`src/rtl/bp_table_ctrl_pkg.sv`:
```
// Shared frontend definitions for the branch-predictor table sequencers.
//   bp_ctrl_state_e    : controller FSM states
//   bp_upd_entry_t     : one buffered resolved-branch update {pc, taken}
//   BP_UPD_QUEUE_DEPTH : default depth of the update FIFO
//   BP_VLEN            : PC width carried in a FIFO entry
package bp_table_ctrl_pkg;

  localparam int unsigned BP_UPD_QUEUE_DEPTH = 4;
  localparam int unsigned BP_VLEN            = 64;

  typedef enum logic [1:0] {
    START = 2'd0,
    SWEEP = 2'd1,
    RUN   = 2'd2
  } bp_ctrl_state_e;

  typedef struct packed {
    logic [BP_VLEN-1:0] pc;
    logic               taken;
  } bp_upd_entry_t;

endpackage

```
`src/rtl/bp_upd_fifo.sv`:
```
// Synchronous FIFO for branch-predictor updates.
//   clk_i, rst_ni : clock, async active-low reset
//   clear_i       : drop all entries (wins over push/pop)
//   push_i/data_i : enqueue one entry (caller guarantees not full, or pop)
//   pop_i         : dequeue head entry (caller guarantees not empty)
//   data_o        : head entry
//   full_o/empty_o: occupancy flags
module bp_upd_fifo
  import bp_table_ctrl_pkg::*;
#(
  parameter int unsigned DEPTH = BP_UPD_QUEUE_DEPTH
) (
  input  logic          clk_i,
  input  logic          rst_ni,
  input  logic          clear_i,
  input  logic          push_i,
  input  bp_upd_entry_t data_i,
  input  logic          pop_i,
  output bp_upd_entry_t data_o,
  output logic          full_o,
  output logic          empty_o
);

  localparam int unsigned AW = $clog2(DEPTH);

  // One extra pointer bit distinguishes full from empty when the indices match.
  logic [AW:0]   wr_ptr_q, wr_ptr_d;
  logic [AW:0]   rd_ptr_q, rd_ptr_d;
  bp_upd_entry_t mem_q [DEPTH];

  assign empty_o = (wr_ptr_q == rd_ptr_q);
  assign full_o  = (wr_ptr_q[AW] != rd_ptr_q[AW]) &&
                   (wr_ptr_q[AW-1:0] == rd_ptr_q[AW-1:0]);
  assign data_o  = mem_q[rd_ptr_q[AW-1:0]];

  always_comb begin
    wr_ptr_d = wr_ptr_q;
    rd_ptr_d = rd_ptr_q;
    if (clear_i) begin
      wr_ptr_d = '0;
      rd_ptr_d = '0;
    end else begin
      if (push_i) wr_ptr_d = wr_ptr_q + (AW+1)'(1);
      if (pop_i)  rd_ptr_d = rd_ptr_q + (AW+1)'(1);
    end
  end

  always_ff @(posedge clk_i or negedge rst_ni) begin
    if (!rst_ni) begin
      wr_ptr_q <= '0;
      rd_ptr_q <= '0;
    end else begin
      wr_ptr_q <= wr_ptr_d;
      rd_ptr_q <= rd_ptr_d;
    end
  end

  // Storage needs no reset: data_o is only consumed while the FIFO is non-empty.
  always_ff @(posedge clk_i) begin
    if (push_i && !clear_i) mem_q[wr_ptr_q[AW-1:0]] <= data_i;
  end

endmodule

```
`src/rtl/bp_table_ctrl.sv`:
```
// Write sequencer for one branch-predictor counter table.
// Buffers resolved-branch updates and issues them to the table's single
// write port; sweeps every row with the init value after reset and flush.
//   clk_i, rst_ni      : clock, async active-low reset
//   flush_bp_i         : predictor flush (pulse or level)
//   debug_mode_i       : ignore new updates (queued ones still drain)
//   upd_valid_i/pc/taken: resolved-branch update from execute
//   wr_valid_o/ready_i : table write handshake
//   wr_init_o, wr_row_o: sweep write and its row
//   wr_pc_o, wr_taken_o: counter update payload
//   pred_en_o          : table contents valid
//   drop_o             : an update was discarded this cycle
//   busy_o             : sweep in progress or updates pending
module bp_table_ctrl
  import bp_table_ctrl_pkg::*;
#(
  parameter int unsigned NR_ROWS     = 256,
  parameter int unsigned ROW_W       = $clog2(NR_ROWS),
  parameter int unsigned VLEN        = 64,
  parameter int unsigned QUEUE_DEPTH = BP_UPD_QUEUE_DEPTH
) (
  input  logic             clk_i,
  input  logic             rst_ni,
  input  logic             flush_bp_i,
  input  logic             debug_mode_i,
  input  logic             upd_valid_i,
  input  logic [VLEN-1:0]  upd_pc_i,
  input  logic             upd_taken_i,
  output logic             wr_valid_o,
  input  logic             wr_ready_i,
  output logic             wr_init_o,
  output logic [ROW_W-1:0] wr_row_o,
  output logic [VLEN-1:0]  wr_pc_o,
  output logic             wr_taken_o,
  output logic             pred_en_o,
  output logic             drop_o,
  output logic             busy_o
);

  bp_ctrl_state_e   state_q, state_d;
  logic [ROW_W-1:0] sweep_cnt_q, sweep_cnt_d;

  logic          fifo_clr, fifo_push, fifo_pop, fifo_full, fifo_empty;
  bp_upd_entry_t fifo_in, fifo_head;
  logic          upd_live;

  assign fifo_in.pc    = BP_VLEN'(upd_pc_i);
  assign fifo_in.taken = upd_taken_i;

  bp_upd_fifo #(.DEPTH(QUEUE_DEPTH)) i_fifo (
    .clk_i   (clk_i),
    .rst_ni  (rst_ni),
    .clear_i (fifo_clr),
    .push_i  (fifo_push),
    .data_i  (fifo_in),
    .pop_i   (fifo_pop),
    .data_o  (fifo_head),
    .full_o  (fifo_full),
    .empty_o (fifo_empty)
  );

  always_comb begin
    state_d     = state_q;
    sweep_cnt_d = sweep_cnt_q;
    wr_valid_o  = 1'b0;
    wr_init_o   = 1'b0;
    wr_row_o    = '0;
    wr_pc_o     = '0;
    wr_taken_o  = 1'b0;
    pred_en_o   = 1'b0;
    fifo_clr    = 1'b0;
    fifo_pop    = 1'b0;
    unique case (state_q)
      START: state_d = SWEEP;
      SWEEP: begin
        wr_valid_o = 1'b1;
        wr_init_o  = 1'b1;
        wr_row_o   = sweep_cnt_q;
        // Flush restarts from row 0 and discards this cycle's handshake.
        if (flush_bp_i) begin
          sweep_cnt_d = '0;
        end else if (wr_ready_i) begin
          if (sweep_cnt_q == ROW_W'(NR_ROWS-1)) begin
            sweep_cnt_d = '0;
            state_d     = RUN;
          end else begin
            sweep_cnt_d = sweep_cnt_q + ROW_W'(1);
          end
        end
      end
      RUN: begin
        pred_en_o  = 1'b1;
        wr_valid_o = !fifo_empty;
        if (!fifo_empty) begin
          wr_pc_o    = VLEN'(fifo_head.pc);
          wr_taken_o = fifo_head.taken;
        end
        if (flush_bp_i) begin
          fifo_clr    = 1'b1;
          sweep_cnt_d = '0;
          state_d     = SWEEP;
        end else begin
          fifo_pop = !fifo_empty && wr_ready_i;
        end
      end
      default: state_d = START;
    endcase
  end

  // A pop in the same cycle frees a slot, so a full FIFO can still accept.
  assign upd_live  = upd_valid_i && !debug_mode_i;
  assign fifo_push = upd_live && (state_q == RUN) && !flush_bp_i &&
                     (!fifo_full || fifo_pop);
  assign drop_o    = upd_live && !fifo_push;
  assign busy_o    = (state_q != RUN) || !fifo_empty;

  always_ff @(posedge clk_i or negedge rst_ni) begin
    if (!rst_ni) begin
      state_q     <= START;
      sweep_cnt_q <= '0;
    end else begin
      state_q     <= state_d;
      sweep_cnt_q <= sweep_cnt_d;
    end
  end

endmodule

```
`config.mk`:
```
export PLATFORM = sky130hd
export DESIGN_NAME = bp_table_ctrl
export DESIGN_NICKNAME = d
export VERILOG_FILES = /design/src/rtl/bp_table_ctrl_pkg.sv /design/src/rtl/bp_upd_fifo.sv /design/src/rtl/bp_table_ctrl.sv
export SDC_FILE = /design/constraint.sdc
export NUM_CORES = 1
export LEC_CHECK = 0
export CAP_MARGIN = 20
export CORE_MARGIN = 2
export CORE_UTILIZATION = 34
export DETAILED_ROUTE_END_ITERATION = 10
export PLACE_DENSITY = 0.61
export REMOVE_ABC_BUFFERS = 1
export SYNTH_ARGS = -nofsm -noshare
export SYNTH_HDL_FRONTEND = slang
export SYNTH_SLANG_ARGS = --single-unit
```
`constraint.sdc`:
```
create_clock -name clk_i -period 3.8 [get_ports clk_i]
set_input_delay 0.38 -clock clk_i [delete_from_list [all_inputs] [get_ports clk_i]]
set_output_delay 0.38 -clock clk_i [all_outputs]
set_load 0.02 [all_outputs]
```
# Word-level counts from Yosys, hierarchy flattened
# Memories as Yosys holds them, arrays and structs flattened.
# Index checks and enable logic that the tools add are counted.
# Widths: inputs -> output; s select.
op_classes:
  add_sub_neg: 3
  multipliers: 0
  div_mod_pow: 0
  order_cmp: 0
  n_eq_ne: 12
  shifts: 0
  mux: 28
  bitwise: 0
  n_reduce_logical: 22
ops:
  columns: ["op", "n"]
  rows:
  - ["$mux 64", 2]
  - ["$mux 8", 5]
  - ["$pmux 8 s2", 1]
  - ["$mux 3", 4]
  - ["$mux 1", 10]
  - ["$ne 2x2->1 const B", 5]
  - ["$add 8x1->8 const B", 1]
  - ["$eq 8x8->1 const B", 1]
  - ["$logic_and 1x1->1", 8]
  - ["$mux 2", 4]
  - ["$add 3x1->3 const B", 2]
  - ["$logic_not 1->1", 6]
  - ["$pmux 2 s3", 1]
  - ["$reduce_bool 2->1", 3]
  - ["$reduce_and 4->1", 1]
  - ["$eq 3x3->1", 1]
  - ["$ne 3x3->1 const B", 1]
  - ["$reduce_and 3->1", 1]
  - ["$eq 2x1->1 const B", 1]
  - ["$eq 2x2->1", 1]
  - ["$eq 2x2->1 const B", 1]
  - ["$logic_not 2->1", 1]
  - ["$logic_or 1x1->1", 2]
  - ["$pmux 1 s2", 1]
  - ["$ne 1x1->1", 1]
word_totals:
  ff_bits: 16
  latch_bits: 0
  mem_bits_rw: 260
  romBits: 0
  output_inout_bits: 78
  word_cells: 70
  memories: 1
mem_list:
  columns: ["memory", "words", "word_bits", "rd", "rd_ports_with_merged_regs", "wr", "line_no", "source"]
  rows:
  - ["i_fifo.mem_q", 4, 65, 1, 0, 1, "bp_upd_fifo.sv:29", "bp_upd_entry_t mem_q [DEPTH];"]

# Logic depth before layout (Yosys ltp)
depth:
  word_depth: 10
  depth_mapped: 8
  ltp_nobuf: 6

# Modules after synthesis
# From an unflattened synthesis, not the netlist that was laid out.
hier_totals:
  hier_cells: 543
  hier_area_um2: 11030.6
modules_own_cells:
  columns: ["module", "instances", "cells_per_inst", "area_each_um2"]
  rows:
  - ["bp_upd_fifo", 1, 377, 9801.9]
  - ["bp_table_ctrl", 1, 166, 1228.7]

# Least setup slack after synthesis
# Ideal clock, no wire load.
synth_path:
  path_type: "reg-to-reg"
  startpoint: "register state_q[0]"
  endpoint: "memory i_fifo.mem_q[3][0] in the netlist's numbering, enable pin"
  arrival_ns: 2.993
  required_time_ns: 3.368
  path_slack_ns: 0.375
  stages_incl_launch_ff: 7
  path_buffers: 1
  period_less_slack_ns: 3.425
  cell_sequence: "dfrtp_1 -> inv_1 -> ha_1 -> buf_2 -> nand4bb_1 -> a41oi_2 -> and2_1"
synth_between:
  elab_chain_cells: 7
  word_cells_on_any_way: 11
  cone_classes: "1 x eq/ne; 4 x mux; 6 x reduce/logical"
synth_rtl:
  columns: ["element", "line_no", "source"]
  rows:
  - ["start, declared", "bp_table_ctrl.sv:40", "bp_ctrl_state_e state_q, state_d;"]
  - ["start signal, assigned", "bp_table_ctrl.sv:122", "state_q <= state_d;"]
  - ["$eq 2x2->1 (*)", "bp_table_ctrl.sv:73, bp_table_ctrl.sv:112", null]
  - ["$mux 1 or $logic_and 1x1->1 (tied branches)", "bp_table_ctrl.sv:73, bp_table_ctrl.sv:112", null]
  - ["$logic_or 1x1->1 or $logic_and 1x1->1 (tied branches)", "bp_table_ctrl.sv:113, bp_table_ctrl.sv:112", null]
  - ["$logic_and 1x1->1", "bp_table_ctrl.sv:112", "assign fifo_push = upd_live && (state_q == RUN) && !flush_bp_i &&"]
  - ["$logic_and 1x1->1 (*)", "bp_upd_fifo.sv:60", "if (push_i && !clear_i) mem_q[wr_ptr_q[AW-1:0]] <= data_i;"]
  - ["$mux 1 (*)", "bp_upd_fifo.sv:60", null]
  - ["$mux 1 (implied by the code) (*)", "bp_upd_fifo.sv:60", null]
  - ["end, declared", "bp_upd_fifo.sv:29", null]
# Mark *: on every way between the ends. The rest lies on a longest branch, timed or not.

# Worst setup path after layout
layout_path:
  startpoint: "register i_fifo.rd_ptr_q[1]"
  endpoint: "output port wr_pc_o[46]"
layout_between:
  elab_chain_cells: 3
  word_cells_on_any_way: 4
  cone_classes: "1 x eq/ne; 2 x mux; 1 x memory"
layout_rtl:
  columns: ["element", "line_no", "source"]
  rows:
  - ["start, declared", "bp_upd_fifo.sv:28", "logic [AW:0] rd_ptr_q, rd_ptr_d;"]
  - ["start signal, assigned", "bp_upd_fifo.sv:54", "rd_ptr_q <= rd_ptr_d;"]
  - ["$mem_v2 4x65 or $eq 3x3->1 (tied branches)", null, null]
  - ["$mux 64 (*)", "bp_table_ctrl.sv:94", "if (!fifo_empty) begin"]
  - ["$mux 64 (*)", "bp_table_ctrl.sv:73", "unique case (state_q)"]
  - ["end, declared", "bp_table_ctrl.sv:33", "output logic [VLEN-1:0] wr_pc_o,"]
# Marks and branches as above.

==> impl_metrics.ini <==
[clocking]
cts_setup_buffers = 0
root_buffer = clkbuf_16
clk_latency_ns = 0.53
cts.reportedPaths.clkPinSlew_ns = 0.06
clock_sinks = 276
cts_htree_levels = 1
numCtsBuffers = 29
cts-hold-fix-buffers = 0
clk_path_buf_depth = 3
cts_tree = done
cts_resized = 0

[worst_setup_path]
path_delay_family = buffers and inverters
r2r-start = i_fifo.rd_ptr_q[1]
crit_chain = buf_4 > mux4_2 > and3_1 > clkdlybuf4s50_1
crit_path_max_incr_delay_ns = 0.77
path_class = register to output pin
reg2regPathDepth = 4
critical_path_arrival_ns = 2.95
cp_max_fo = 34
r2r-end = i_fifo.mem_q[2][34]
start_kind = register
worst_setup_path_end_kind = output pin
reg2reg_slack_ns = 1.30
crit_path_top_delay_cell = dfrtp_4
cp_data_required_time_ns = 3.42
path_buf_inv = 2

[global_route]
grt_max_degree = 68
grt_pass1_wl_um = 35800
antenna_found_initial = 0
grt_usage_pct = 13.9
first_global_vias = 6098
grt_overflow_total = 0

[worst_hold_path]
hold_path_class = input port to async pin

[cells_and_area]
fill_cells = 2876
layout.nets = 794
drive_gt1_share_pct = 18.6
layout_common_cells = edfxtp_1, clkdlybuf4s50_1, and3_1
fin_util_pct = 43.3
syn2layout_area_growth_pct = 26.0
instances_no_fill = 1175
antenna_cells = 0
final_common_cell = edfxtp_1

[logic_synthesis]
ys_seq_area_share_pct = 74.1
synthSimpleGateAreaFrac_pct = 6.45
syn_area_sq_um = 11100
ys.flop_type = edfxtp_1
ys_ff_latch = 276
synthAdderAreaFrac_pct = 1.13
synth_top_family_by_area = multiplexers
yosysUniqueCellTypes = 49
yosysTopAreaCellShare_pct = 70.5
syn_avg_cell_area_sq_um = 20.1
synth_area_leaders = edfxtp_1, mux4_2, and3_1
synthMuxAreaShare_pct = 13.4
synth-compound-area-share_pct = 2.08
synth_edf_count = 260
yosys_warnings = 0
yosys.area.top_type = edfxtp_1
synthCells = 550
synth_xor_area_share_pct = 0.632
async_flop_share_pct = 5.80

[detailed_routing]
dr.pass1.iters = 4
initialDrtViolationCount = 308
wl_per_cell_um = 20.1
vias = 5736
drtAntennaViolNets = 0
viasPerCell = 4.88
drc = 0
wl_um = 23600

[power_and_ir_drop]
power_frac_seq_pct = 54.0
switchingPower_w = 0.00129
p_int_w = 0.00495
swShare_pct = 20.7
power_density_nw_per_um2 = 447
power_frac_comb_pct = 5.7
leakage_nw = 4.63
power_frac_clock_pct = 40.3
ir_worst_vdd_mv = 0.350

[floorplanning]
ios = 149
placementRows = 66
placeableCoreArea_sq_um = 32300
fp.dieArea_sq_um = 34000
die_h_um = 185
die-width_um = 185
initial_core_util_pct = 34.3

[sta]
tightest_slew_ns = 0.824
drv_slew = 0
fin_crit_ns = 3.33
post-route-period-util_pct = 87.7
fmax_mhz = 300
slew_headroom_pct = 44.9
holdWs_ns = 0.323
finClkSkew_ns = 0.0107
final_hold_viol_count = 0
setup_viol = 0
tns_ns = 0
rsz0062_at_grt = false

[flow_run]
drv_cap = 0

[place]
gp_congestion = 0.708
dp.cells = 1124
portBuffers = 148
hpwl_um = 14500

[run_status]
outcome = complete, no violations
-- registers in the layout, indices dropped and copies added, names as in the netlist --
name             cells
i_fifo.mem_q       260
i_fifo.rd_ptr_q      3
state_q              2
sweep_cnt_q          8
i_fifo.wr_ptr_q      3
-- power groups by stage --
stage | Sequential (W) | Clock (W) | Combinational [W]
final | 0.00337 | 0.00251 | 0.000356
after global placement | 0.00343 | 0 | 0.000351
after floorplan | 0.00343 | 0 | 0.000158
after global routing | 0.00337 | 0.00272 | 0.000391
after CTS | 0.00337 | 0.00259 | 0.000358
after detailed placement | 0.00343 | 0 | 0.000358
-- cell usage after synthesis, types with 2 or more instances --
cell and n:
nor2_1 3, clkbuf_1 13, o31ai_1 4, o22ai_1 2, buf_1 2, buf_2 12
dfrtp_1 16, nor3b_1 2, nand4_1 5, and3_1 66, o21ai_0 7, nand2_1 15
buf_12 4, xor2_1 2, mux4_2 65, mux2i_1 2, inv_1 7, a21oi_1 4
nand3_1 3, buf_4 2, nand2b_1 3, nor3_1 2, ha_1 10, a21boi_0 2
or4_1 2, edfxtp_1 260, and2_1 13
-- worst register-to-register path, delay by kind of cell, from the launching register on --
kind                      cells  cell delay [ns]
and+or+nand+nor               1             0.45
xor gates and xnor gates      1             0.21
AOI/OAI and AO/OA             1             0.42
buffers and inverters         1             0.31
DFF                           1             0.77
-- how the worst max path moves through the flow --
| stage | startpoint | end | slack, ns | cells after the start |
|---|---|---|---|---|
| after floorplan | i_fifo.rd_ptr_q[0] | i_fifo.mem_q[3][0] | -1.56 | 3 |
| after CTS | i_fifo.rd_ptr_q[1] | wr_pc_o[8] | 0.38 | 4 |
| after global placement | i_fifo.rd_ptr_q[1] | wr_pc_o[8] | 0.98 | 4 |
| after detailed placement | i_fifo.rd_ptr_q[1] | wr_pc_o[8] | 0.97 | 4 |
| after global routing | i_fifo.rd_ptr_q[1] | wr_pc_o[46] | 0.29 | 4 |
| final | i_fifo.rd_ptr_q[1] | wr_pc_o[46] | 0.47 | 4 |
-- layout make-up --
| class | instances | area (sq um) | area share, % |
|---|---|---|---|
| flip-flops and latches | 276 | 8220 | 58.8 |
| multi-input cells | 233 | 2640 | 18.9 |
| repair buffers | 166 | 1690 | 12.1 |
| clock buffers | 43 | 798 | 5.72 |
| well taps | 442 | 553 | 3.96 |
| clock inverters | 8 | 41.3 | 0.296 |
| inverters | 7 | 26.3 | 0.188 |
-- metal layers --
metal	up-vias	GRT usage (%)	routed length [um]
met5	-	0	0
met4	0	3.04	351
met3	27	2.81	1230
met2	138	23.7	11700
met1	2990	18.4	10300
li1	2581	-	-
-- logic make-up (layout without fill, tap and decap cells) --
family / Yosys count / after routing
multiplexers: 67 / 67
adder cells (fa/ha/maj): 10 / 10
AND/OR/NAND/NOR: 120 / 120
flip-flops: 276 / 276
buffers and inverters: 41 / 224
XOR/XNOR: 5 / 5
AO/OA/AOI/OAI: 31 / 31
-- through the flow --
step | setup WS (ns) | total power [W] | area [sq um]
finish | 0.468 | 0.00624 | 14000
global route | 0.286 | 0.00648 | 14000
CTS | 0.384 | 0.00631 | 14000
detailed placement | 0.970 | 0.00379 | 13100
global placement | 0.976 | 0.00378 | 13100
floorplan | -1.56 | 0.00359 | 10900
No activity file was read; power rests on OpenSTA's default activity.
